## src/rtl/button_conditioner.sv

```systemverilog
// Synchronises and debounces the step and mode push-buttons. Step gives one pulse per
// press plus auto-repeat while held; mode toggles a level on each press.
module button_conditioner #(
  parameter int SYNC_STAGES     = 2,
  parameter int DEBOUNCE_CYCLES = 1000,
  parameter int HOLD_CYCLES     = 50000,
  parameter int REPEAT_CYCLES   = 10000
) (
  input  logic clk,
  input  logic rst,
  input  logic step_btn_in,
  input  logic mode_btn_in,
  output logic step_pulse,
  output logic step_held,
  output logic mode_sel
);

  localparam int DW   = (DEBOUNCE_CYCLES > 1) ? $clog2(DEBOUNCE_CYCLES) : 1;
  localparam int RMAX = (HOLD_CYCLES > REPEAT_CYCLES) ? HOLD_CYCLES : REPEAT_CYCLES;
  localparam int RW   = (RMAX > 1) ? $clog2(RMAX) : 1;
  localparam logic [DW-1:0] DEB_LAST  = DW'(DEBOUNCE_CYCLES - 1);
  localparam logic [RW-1:0] HOLD_LAST = RW'((HOLD_CYCLES > 0) ? HOLD_CYCLES - 1 : 0);
  localparam logic [RW-1:0] REP_LAST  = RW'(REPEAT_CYCLES - 1);

  typedef enum logic [1:0] {
    S_IDLE     = 2'd0,
    S_HOLD     = 2'd1,
    S_REPEAT   = 2'd2,
    S_WAIT_REL = 2'd3
  } state_t;

  logic [1:0] w_raw;
  logic [1:0] w_deb;
  logic [1:0] r_deb_d;
  logic       w_step_rise;
  logic       w_step_fall;
  logic       w_mode_rise;

  state_t     r_state;
  logic [RW-1:0] r_rcnt;
  logic       r_step_pulse;
  logic       r_mode_sel;

  assign w_raw = {mode_btn_in, step_btn_in};

  // Channel 0 = step, channel 1 = mode; identical synchroniser + debouncer each.
  genvar g;
  generate
    for (g = 0; g < 2; g++) begin : g_ch
      logic [SYNC_STAGES-1:0] r_sync;
      logic [DW-1:0]          r_cnt;
      logic                   r_deb;

      always_ff @(posedge clk) begin
        if (rst) begin
          r_sync <= '0;
          r_cnt  <= '0;
          r_deb  <= 1'b0;
        end else begin
          r_sync <= {r_sync[SYNC_STAGES-2:0], w_raw[g]};
          if (r_sync[SYNC_STAGES-1] == r_deb) begin
            r_cnt <= '0;
          end else if (r_cnt == DEB_LAST) begin
            r_deb <= ~r_deb;
            r_cnt <= '0;
          end else begin
            r_cnt <= r_cnt + DW'(1);
          end
        end
      end

      assign w_deb[g] = r_deb;
    end
  endgenerate

  always_ff @(posedge clk) begin
    if (rst) begin
      r_deb_d <= 2'b00;
    end else begin
      r_deb_d <= w_deb;
    end
  end

  assign w_step_rise = w_deb[0] & ~r_deb_d[0];
  assign w_step_fall = ~w_deb[0] & r_deb_d[0];
  assign w_mode_rise = w_deb[1] & ~r_deb_d[1];

  // Step FSM and mode toggle; a debounced fall beats any same-cycle repeat.
  always_ff @(posedge clk) begin
    if (rst) begin
      r_state      <= S_IDLE;
      r_rcnt       <= '0;
      r_step_pulse <= 1'b0;
      r_mode_sel   <= 1'b0;
    end else begin
      r_step_pulse <= 1'b0;
      if (w_mode_rise) begin
        r_mode_sel <= ~r_mode_sel;
      end
      if (w_step_fall) begin
        r_state <= S_IDLE;
      end else begin
        case (r_state)
          S_IDLE: begin
            if (w_step_rise) begin
              r_step_pulse <= 1'b1;
              r_rcnt       <= '0;
              if (HOLD_CYCLES == 0) begin
                r_state <= S_WAIT_REL;
              end else begin
                r_state <= S_HOLD;
              end
            end
          end
          S_HOLD: begin
            if (r_rcnt == HOLD_LAST) begin
              r_step_pulse <= 1'b1;
              r_rcnt       <= '0;
              r_state      <= S_REPEAT;
            end else begin
              r_rcnt <= r_rcnt + RW'(1);
            end
          end
          S_REPEAT: begin
            if (r_rcnt == REP_LAST) begin
              r_step_pulse <= 1'b1;
              r_rcnt       <= '0;
            end else begin
              r_rcnt <= r_rcnt + RW'(1);
            end
          end
          S_WAIT_REL: begin
            r_state <= S_WAIT_REL;
          end
          default: begin
            r_state <= S_IDLE;
          end
        endcase
      end
    end
  end

  assign step_pulse = r_step_pulse;
  assign step_held  = w_deb[0];
  assign mode_sel   = r_mode_sel;

endmodule
```

## config.mk

```make
export PLATFORM = sky130hd
export DESIGN_NAME = button_conditioner
export DESIGN_NICKNAME = d
export VERILOG_FILES = /design/src/rtl/button_conditioner.sv
export SDC_FILE = /design/constraint.sdc
export NUM_CORES = 1
export LEC_CHECK = 0
export ABC_AREA = 1
export BUFFER_PORTS_ARGS = -buffer_cell sky130_fd_sc_hd__buf_2
export CAP_MARGIN = 40
export CORE_MARGIN = 2
export CORE_UTILIZATION = 35
export CTS_CLUSTER_SIZE = 14
export DETAILED_ROUTE_END_ITERATION = 8
export GPL_TIMING_DRIVEN = 0
export PLACE_DENSITY = 0.57
export SYNTH_ARGS = -nofsm -noshare
export SYNTH_HDL_FRONTEND = slang
export SYNTH_SLANG_ARGS = --single-unit
```

## constraint.sdc

```tcl
create_clock -name clk -period 1.5 [get_ports clk]
set_input_delay 0.15 -clock clk [delete_from_list [all_inputs] [get_ports clk]]
set_output_delay 0.15 -clock clk [all_outputs]
set_load 0.005 [all_outputs]
```

==> metrics.md, run 1 <==
| Metric | Value |
|---|---|
| Status | `finished, final reports clean` |
| 1st-iter DRT viols | `135` |
| HPWL Detailed | `roughly 3.7 mm` |
| Synth cell types | `32` |
| Cell Count, Final, Fillers Out | `473` |
| CTS tree | `built` |
| Crit path arrival time | `approximately 1700 ps` |
| Clk pin slew, worst setup/hold paths | `90 ps` |
| Leak | `about 1.1 nW` |
| Clk_skew | `around 8 ps` |
| Number of clock buffers inserted by TritonCTS | `5` |
| Hold Crit Start | `mode_btn_in` |
| Reg2reg start | `r_rcnt[1]` |
| Seq/Total Area, Yosys | `38.7%` |
| CP cell instances | `ha_4 -> nand3_4 -> nor2_4 -> nand2_1 -> nand2_2 -> nand2_8 -> clkbuf_16 -> nand3_2 -> a21oi_1` |
| Detailed-route DRC error count | `0` |
| First-pass GRT wire length | `8.98 mm` |
| HP Class | `primary input to flop` |
| Number of vias per cell | `4.73` |
| Total Routing Usage GR | `~15%` |
| Clock Tree Root | `clkbuf_8` |
| Post-synthesis register bit count | `48` |
| Final setup TNS | `0 ps` |
| H-tree depth | `2` |
| Avg Inst Size Synth | `slightly above 7 um^2` |
| Xor-xnor portion of the synthesized cell area | `between 1.5 and 2%` |
| R2R depth | `9` |
| CP required | `1690 ps` |
| Setup CP Type | `flop to flop` |
| Synth Area in Simple Gates | `between 30% and 40%` |
| GR Util met3 | `about 4.3%` |
| Crit-path max FO | `6` |
| Slew Limit Fails | `0` |
| Grt met2 use | `between 20% and 30%` |
| Worst-Skew Late Latency | `about 300 ps` |
| N_diodes | `0` |
| Port Buffers | `6` |
| Average routed wire per standard cell | `11.5 um` |
| Fmax | `between 600 and 700 MHz` |
| Tightest Pin Transition | `roughly 530 ps` |
| Synth Instances | `~350` |
| Max cap viols | `0` |
| Total die area | `approximately 7800 um^2` |
| Pin count of the biggest net entering global routing | `15` |
| Area grow syn2layout | `22.4%` |
| Setup-failing EPs final | `0` |
| Initial antenna violation count | `0` |
| Via count | `~2.2k` |
| Synth Net Count | `363` |
| Die W | `a little under 90 um` |
| Die Ht | `between 80 and 90 um` |
| Setup WS post-layout | `~12 ps` |
| Power Density | `701 nW/um^2` |
| Post-CTS Hold Fix Bufs | `0` |
| Synth Cell Area | `between 2000 and 2500 um^2` |
| Synth Area in Compound Gates | `approximately 11%` |
| Placeable Area | `just under 7000 um^2` |
| Crit-path slowest cell | `dfxtp_4` |
| Worst IR Drop VDD | `486 uV` |
| Yosys warns | `0` |
| Layout cells sized above 1 | `between 20 and 30%` |
| Multiplexer area fraction after synthesis | `0%` |
| RD Place Congestion | `~0.85` |
| Hold path cells | `3` |
| CTS Buffer Depth | `2` |
| Met1 usage in global routing | `19.3%` |
| Placed Cells incl. Taps | `approximately 450` |
| CP endpoint kind | `flop` |
| I/O pin cnt | `7` |
| Pre-CTS WS | `-228 ps` |
| Layer with the highest usage | `met2` |
| Critical path launch point | `r_rcnt[1]` |
| Synth Area in Adders | `roughly 4.0%` |
| Final core occ | `roughly 44%` |
| Post-Route WL | `5.46 mm` |
| Rel. slew slack | `64.9%` |
| Router iterations before antenna repair | `4` |
| Final nets | `389` |
| Unrepaired setup endpoints after global routing | `true` |
| Crit path largest cell delay | `~380 ps` |
| Rows | `30` |
| Stages on worst setup path | `9` |
| Tmin final | `about 1500 ps` |
| R2r setup slk | `around 12 ps` |
| Worst setup SP type | `flop` |
| Number of global-route vias before repair | `1977` |
| Main combinational cell family by area after synthesis | `simple AND/OR/NAND/NOR gates` |
| CTS sink count | `48` |
| Final hold violations | `0` |
| Top delay family on crit path | `simple AND/OR/NAND/NOR gates` |
| Grt ovf | `0` |
| Worst Path Buf+Inv | `1` |
| Routed Antenna Nets | `0` |
| Tcrit/Tclk final | `between 90 and 100%` |
| Initial core utilization | `between 30 and 40%` |
per-layer routing:
metal	vias up	share of wire [%]
met5	-	0
met4	0	0.84
met3	6	3.9
met2	22	47
met1	1020	48
li1	1190	-
layout by cell type (no fill, tap or decap), types with 3 or more instances in the layout:
master | Yosys | final
nand2_1 | 67 | 61
nor2_1 | 50 | 44
inv_1 | 44 | 40
dfxtp_1 | 48 | 37
a21oi_1 | 28 | 23
nand3_1 | 26 | 20
o21ai_0 | 16 | 16
buf_4 | 0 | 11
nand2_2 | 5 | 10
nand4_1 | 10 | 10
nor3_1 | 10 | 9
nand3_2 | 4 | 8
dfxtp_2 | 0 | 8
inv_2 | 3 | 7
a21oi_2 | 2 | 7
buf_2 | 2 | 7
nor2_2 | 3 | 6
clkbuf_8 | 0 | 6
xor2_1 | 5 | 5
ha_1 | 8 | 5
nor2_4 | 1 | 4
nand2_4 | 3 | 3
dfxtp_4 | 0 | 3
worst reg2reg max path, delay by kind of cell (launching register included):
kind            cells  cell delay, ps
flops               1             380
simple gates        6             620
compound gates      1              60
buf+inv             1             170
fa+ha+maj           1             150
worst paths after layout:
kind,endpoint
hold reg to reg,g_ch[1].r_sync[1]
setup reg to reg,r_rcnt[4]
hold / removal,g_ch[1].r_sync[0]
setup / recovery,r_rcnt[4]
kinds of logic (layout without fill, tap and decap cells):
| family | Yosys count | count (layout) |
|---|---|---|
| simple gates | 186 | 186 |
| buf+inv | 53 | 79 |
| compound gates | 51 | 51 |
| flops | 48 | 48 |
| fa+ha+maj | 8 | 8 |
| xor+xnor | 5 | 5 |
registers in the layout, indices dropped and copies added (netlist names):
name         count
r_state          2
step_held        1
mode_sel         1
r_deb_d          2
g_ch.r_sync      4
r_rcnt          16
step_pulse       1
g_ch.r_cnt      20
g_ch.r_deb       1
final cells by class:
type / instances / area, um^2
fillers: 725 / 3790
multi-input cells: 250 / 1460
flip-flops and latches: 48 / 982
inverters: 48 / 181
repair buffers: 19 / 158
well taps: 96 / 120
clock buffers: 6 / 82.6
plain buffers: 5 / 46.3
clock inverters: 1 / 8.76
power by group:
| group | internal, mW | switching [mW] | total, mW |
|---|---|---|---|
| logic | 0.0116 | 0.0272 | 0.0388 |
| clock network | 0.369 | 0.444 | 0.813 |
| registers | 1.27 | 0.00332 | 1.28 |
cell usage after synthesis (all sizes together):
master	n	share of area, %
a21oi	30	6.4
a31oi	1	0.25
buf	4	1.3
clkbuf	1	0.15
clkinv	1	0.15
dfxtp	48	39
ha	8	4.0
inv	47	7.1
nand2	75	13
nand3	30	6.9
nand3b	1	0.30
nand4	10	2.5
nor2	55	9.6
nor3	10	2.0
nor3b	1	0.30
nor4	2	0.50
o211ai	1	0.30
o21ai	17	3.9
o21bai	2	0.60
or2	2	0.50
xor2	5	1.8
timing repair:
action	CTS	global route
setup buffers	2	10
endpoints found under the setup margin	16	20
resized for setup	11	47
hold endpoints to repair	0	0
gates cloned	0	1
pin swaps	2	11
through the flow:
step	cell area (um^2)	total power [mW]	hold slack [ps]
2_1_floorplan	2480	1.34	219
4_1_cts	2790	2.18	33.8
5_1_grt	3040	2.21	42.9
3_3_place_gp	2630	1.35	361
3_5_place_dp	2630	1.35	362
6_report	3040	2.13	44.8
Power figures use the tool's default switching activity.
==> run 2, diff against run 1 <==
HOLD_SLACK_MARGIN = 0.06   (was unset)
PLACE_DENSITY = 0.55   (was 0.57)
clock period = 1.45 ns   (was 1.5 ns; I/O delays follow)
==> run 2 against run 1 <==
  * Highest routed layer unchanged
  * Cell count rose by 2.5%
  * Power rose by 12%
  * The run now ends with negative setup slack left
  * Clock skew up 0.55 ps
  * Sequential power rose by 3%
  * Hold slack improved by 15 ps
  * Setup slack got worse by 21 ps
  * Fmax up 2.0%
==> metrics.md, run 2 (synthesis gave the netlist of run 1 again) <==
| Metric | Value |
|---|---|
| Status | `finished with violations` |
| Violated checks | `negative setup slack` |
| Most common cell after layout, fill and taps aside | `nand2_1` |
| Met1 usage in global routing | `18.2% (-1.1 points)` |
| Number of clock buffers inserted by TritonCTS | `5 (unchanged)` |
| Initial core utilization | `36.3% (unchanged)` |
| Largest registers | `g_ch.r_cnt: 20 flops, r_rcnt: 16 flops, g_ch.r_sync: 4 flops` |
| Worst setup SP type | `flop` |
| CTS tree | `built` |
| Initial antenna violation count | `0 (unchanged)` |
| Placeable Area | `6830 um^2 (unchanged)` |
| Most flops, register | `g_ch.r_cnt` |
| Die Ht | `88.2 um (unchanged)` |
| Die W | `88.2 um (unchanged)` |
| Critical Path End | `r_rcnt[5]` |
| Post-Route WL | `5.63 mm (+3.1%)` |
| Pre-CTS WS | `-224 ps (+4.39 ps)` |
| Grt ovf | `0 (unchanged)` |
| 1st-iter DRT viols | `70 (-48%)` |
| Tmin final | `1460 ps (-28.6 ps)` |
| Reg2reg start | `r_rcnt[1]` |
| Clk pin slew, worst setup/hold paths | `90 ps (about the same)` |
| CTS Buffer Depth | `2 (unchanged)` |
| CP required | `1660 ps (-30 ps)` |
| Cell Count, Final, Fillers Out | `485 (+2.5%)` |
| Clock Tree Root | `clkbuf_8` |
| Clk_skew | `8.56 ps (+0.551 ps)` |
| Setup CP Type | `flop to flop` |
| CTS sink count | `48 (unchanged)` |
| Crit-path max FO | `8 (+2)` |
| Worst IR Drop VDD | `525 uV (+8.1%)` |
| Number of global-route vias before repair | `2027 (+2.5%)` |
| Multi-input logic area | `1490 um^2 (+1.8%)` |
| Slew Limit Fails | `0 (unchanged)` |
| GR Util met3 | `3.30% (-1.0 points)` |
| Average routed wire per standard cell | `11.6 um (+0.56%)` |
| Crit path arrival time | `1670 ps (about the same)` |
| Max cap viols | `0 (unchanged)` |
| Dpl cell area | `2630 um^2 (about the same)` |
| Final hold violations | `0 (unchanged)` |
| Leak | `1.12 nW (+6.2%)` |
| Detailed-route DRC error count | `0 (unchanged)` |
| Pin count of the biggest net entering global routing | `17 (+2)` |
| Unrepaired setup endpoints after global routing | `true` |
| Area grow syn2layout | `28.0%` |
| Worst-Skew Late Latency | `320 ps (+20 ps)` |
| Critical path launch point | `r_rcnt[1]` |
| Setup-failing EPs final | `9 (+9)` |
| Tightest Pin Transition | `639 ps (+113 ps)` |
| Final nets | `400 (+2.8%)` |
| Highest-count cells in the layout ignoring fill and taps | `nand2_1, nor2_1, inv_1, dfxtp_1, nand3_1` |
| Fmax | `685 MHz (+2.0%)` |
| Number of vias per cell | `4.78 (+0.97%)` |
| Layout cells sized above 1 | `28.8% (+3.1 points)` |
| Total die area | `7780 um^2 (unchanged)` |
| Largest register FFs | `20 (unchanged)` |
| Reg2Reg Capture Point | `r_rcnt[5]` |
| Power Density | `751 nW/um^2 (+7.2%)` |
| Layer with the highest usage | `met2` |
| HP Class | `primary input to flop` |
| H-tree depth | `2 (unchanged)` |
| Rows | `30 (unchanged)` |
| First-pass GRT wire length | `9.05 mm (+0.77%)` |
| I/O pin cnt | `7 (unchanged)` |
| Fillers | `708 (-2.3%)` |
| Area occupied by registers | `985 um^2 (+0.25%)` |
| Setup WS post-layout | `-9.76 ps (-21.4 ps)` |
| CP endpoint kind | `flop` |
| Placed Cells incl. Taps | `453 (unchanged)` |
| Grt met2 use | `25.6% (+1.8 points)` |
| Tcrit/Tclk final | `101% (+1.4 points)` |
| Routed Antenna Nets | `0 (unchanged)` |
| N_diodes | `0 (unchanged)` |
| R2R depth | `9 (unchanged)` |
| Total Routing Usage GR | `14.8% (+0.26 points)` |
| Port Buffers | `6 (unchanged)` |
| RD Place Congestion | `0.815 (-3.8%)` |
| Via count | `2317 (+3.5%)` |
| R2r setup slk | `-10 ps (-20 ps)` |
| HPWL Detailed | `3.77 mm (+2.9%)` |
| Rel. slew slack | `57.4% (-7.5 points)` |
| Final instance area | `3180 um^2 (+4.5%)` |
| Router iterations before antenna repair | `4 (unchanged)` |
run 2: cell count changes in the layout (fill, tap and decap cells not counted), moves of 2 or more:
cell and delta:
a21oi_1 -3, a21oi_2 +3, buf_4 +9, dfxtp_1 -2
dfxtp_2 +2, dlygate4sd3_1 +2, o21ai_0 -2, o21ai_1 +2
run 2: report_power, final:
| group | switching [mW] | internal [mW] | total [mW] |
|---|---|---|---|
| sequential | 0.00354 | 1.32 | 1.32 |
| combinational | 0.0310 | 0.0174 | 0.0485 |
| clock | 0.495 | 0.520 | 1.02 |
run 2: worst min path at each step:
| stage | startpoint | endpoint | slack [ps] | depth (start not counted) |
|---|---|---|---|---|
| after detailed placement | mode_btn_in | g_ch[1].r_sync[0] | 370 | 3 |
| final | rst | r_rcnt[1] | 60 | 2 |
| after floorplan | rst | r_rcnt[13] | 210 | 1 |
| after global routing | rst | r_rcnt[1] | 60 | 2 |
| after CTS | rst | r_rcnt[1] | 60 | 2 |
| after global placement | mode_btn_in | g_ch[1].r_sync[0] | 360 | 3 |
run 2: area by class of cell:
| class | count | share of cell area [%] |
|---|---|---|
| Clock buffer | 5 | 2.17 |
| Tap cell | 96 | 3.78 |
| Clock inverter | 3 | 1.50 |
| Inverter | 48 | 5.75 |
| Sequential cell | 48 | 31.0 |
| Buffer | 5 | 1.58 |
| Timing Repair Buffer | 30 | 7.45 |
| Multi-Input combinational cell | 250 | 46.8 |
run 2: stage by stage:
stage	total power [mW]	util [%]	TNS (ps)	hold WS [ps]
after CTS	2.42	42.5	0	63.9
final	2.39	46.5	-49.2	60.0
after global placement	1.40	38.6	-2100	363
after floorplan	1.38	-	0	214
after global routing	2.47	46.5	-893	61.6
after detailed placement	1.40	38.6	-2670	371
run 2: repair_timing:
item                                    4_1_cts  5_1_grt
endpoints found under the hold margin         2        0
setup buffers                                 9       12
gates cloned                                  0        1
resized for setup                            23       46
hold buffers                                  2        0
pin swaps                                     3       14
endpoints found under the setup margin       19       26
run 2: critical path: stages (launching register included):
cell       delay [ps]
dfxtp_4           370
ha_4              150
nand3_4           110
nor2_4            170
nand2_2            90
nand2_4           110
nand2_8            80
clkbuf_16         170
nand3_2            50
a21oi_1            60
run 2: routing by layer:
layer / part of all wire (%) / up-vias
li1: - / 1212
met1: 46 / 1060
met2: 49 / 37
met3: 3.6 / 8
met4: 1.2 / 0
met5: 0 / -
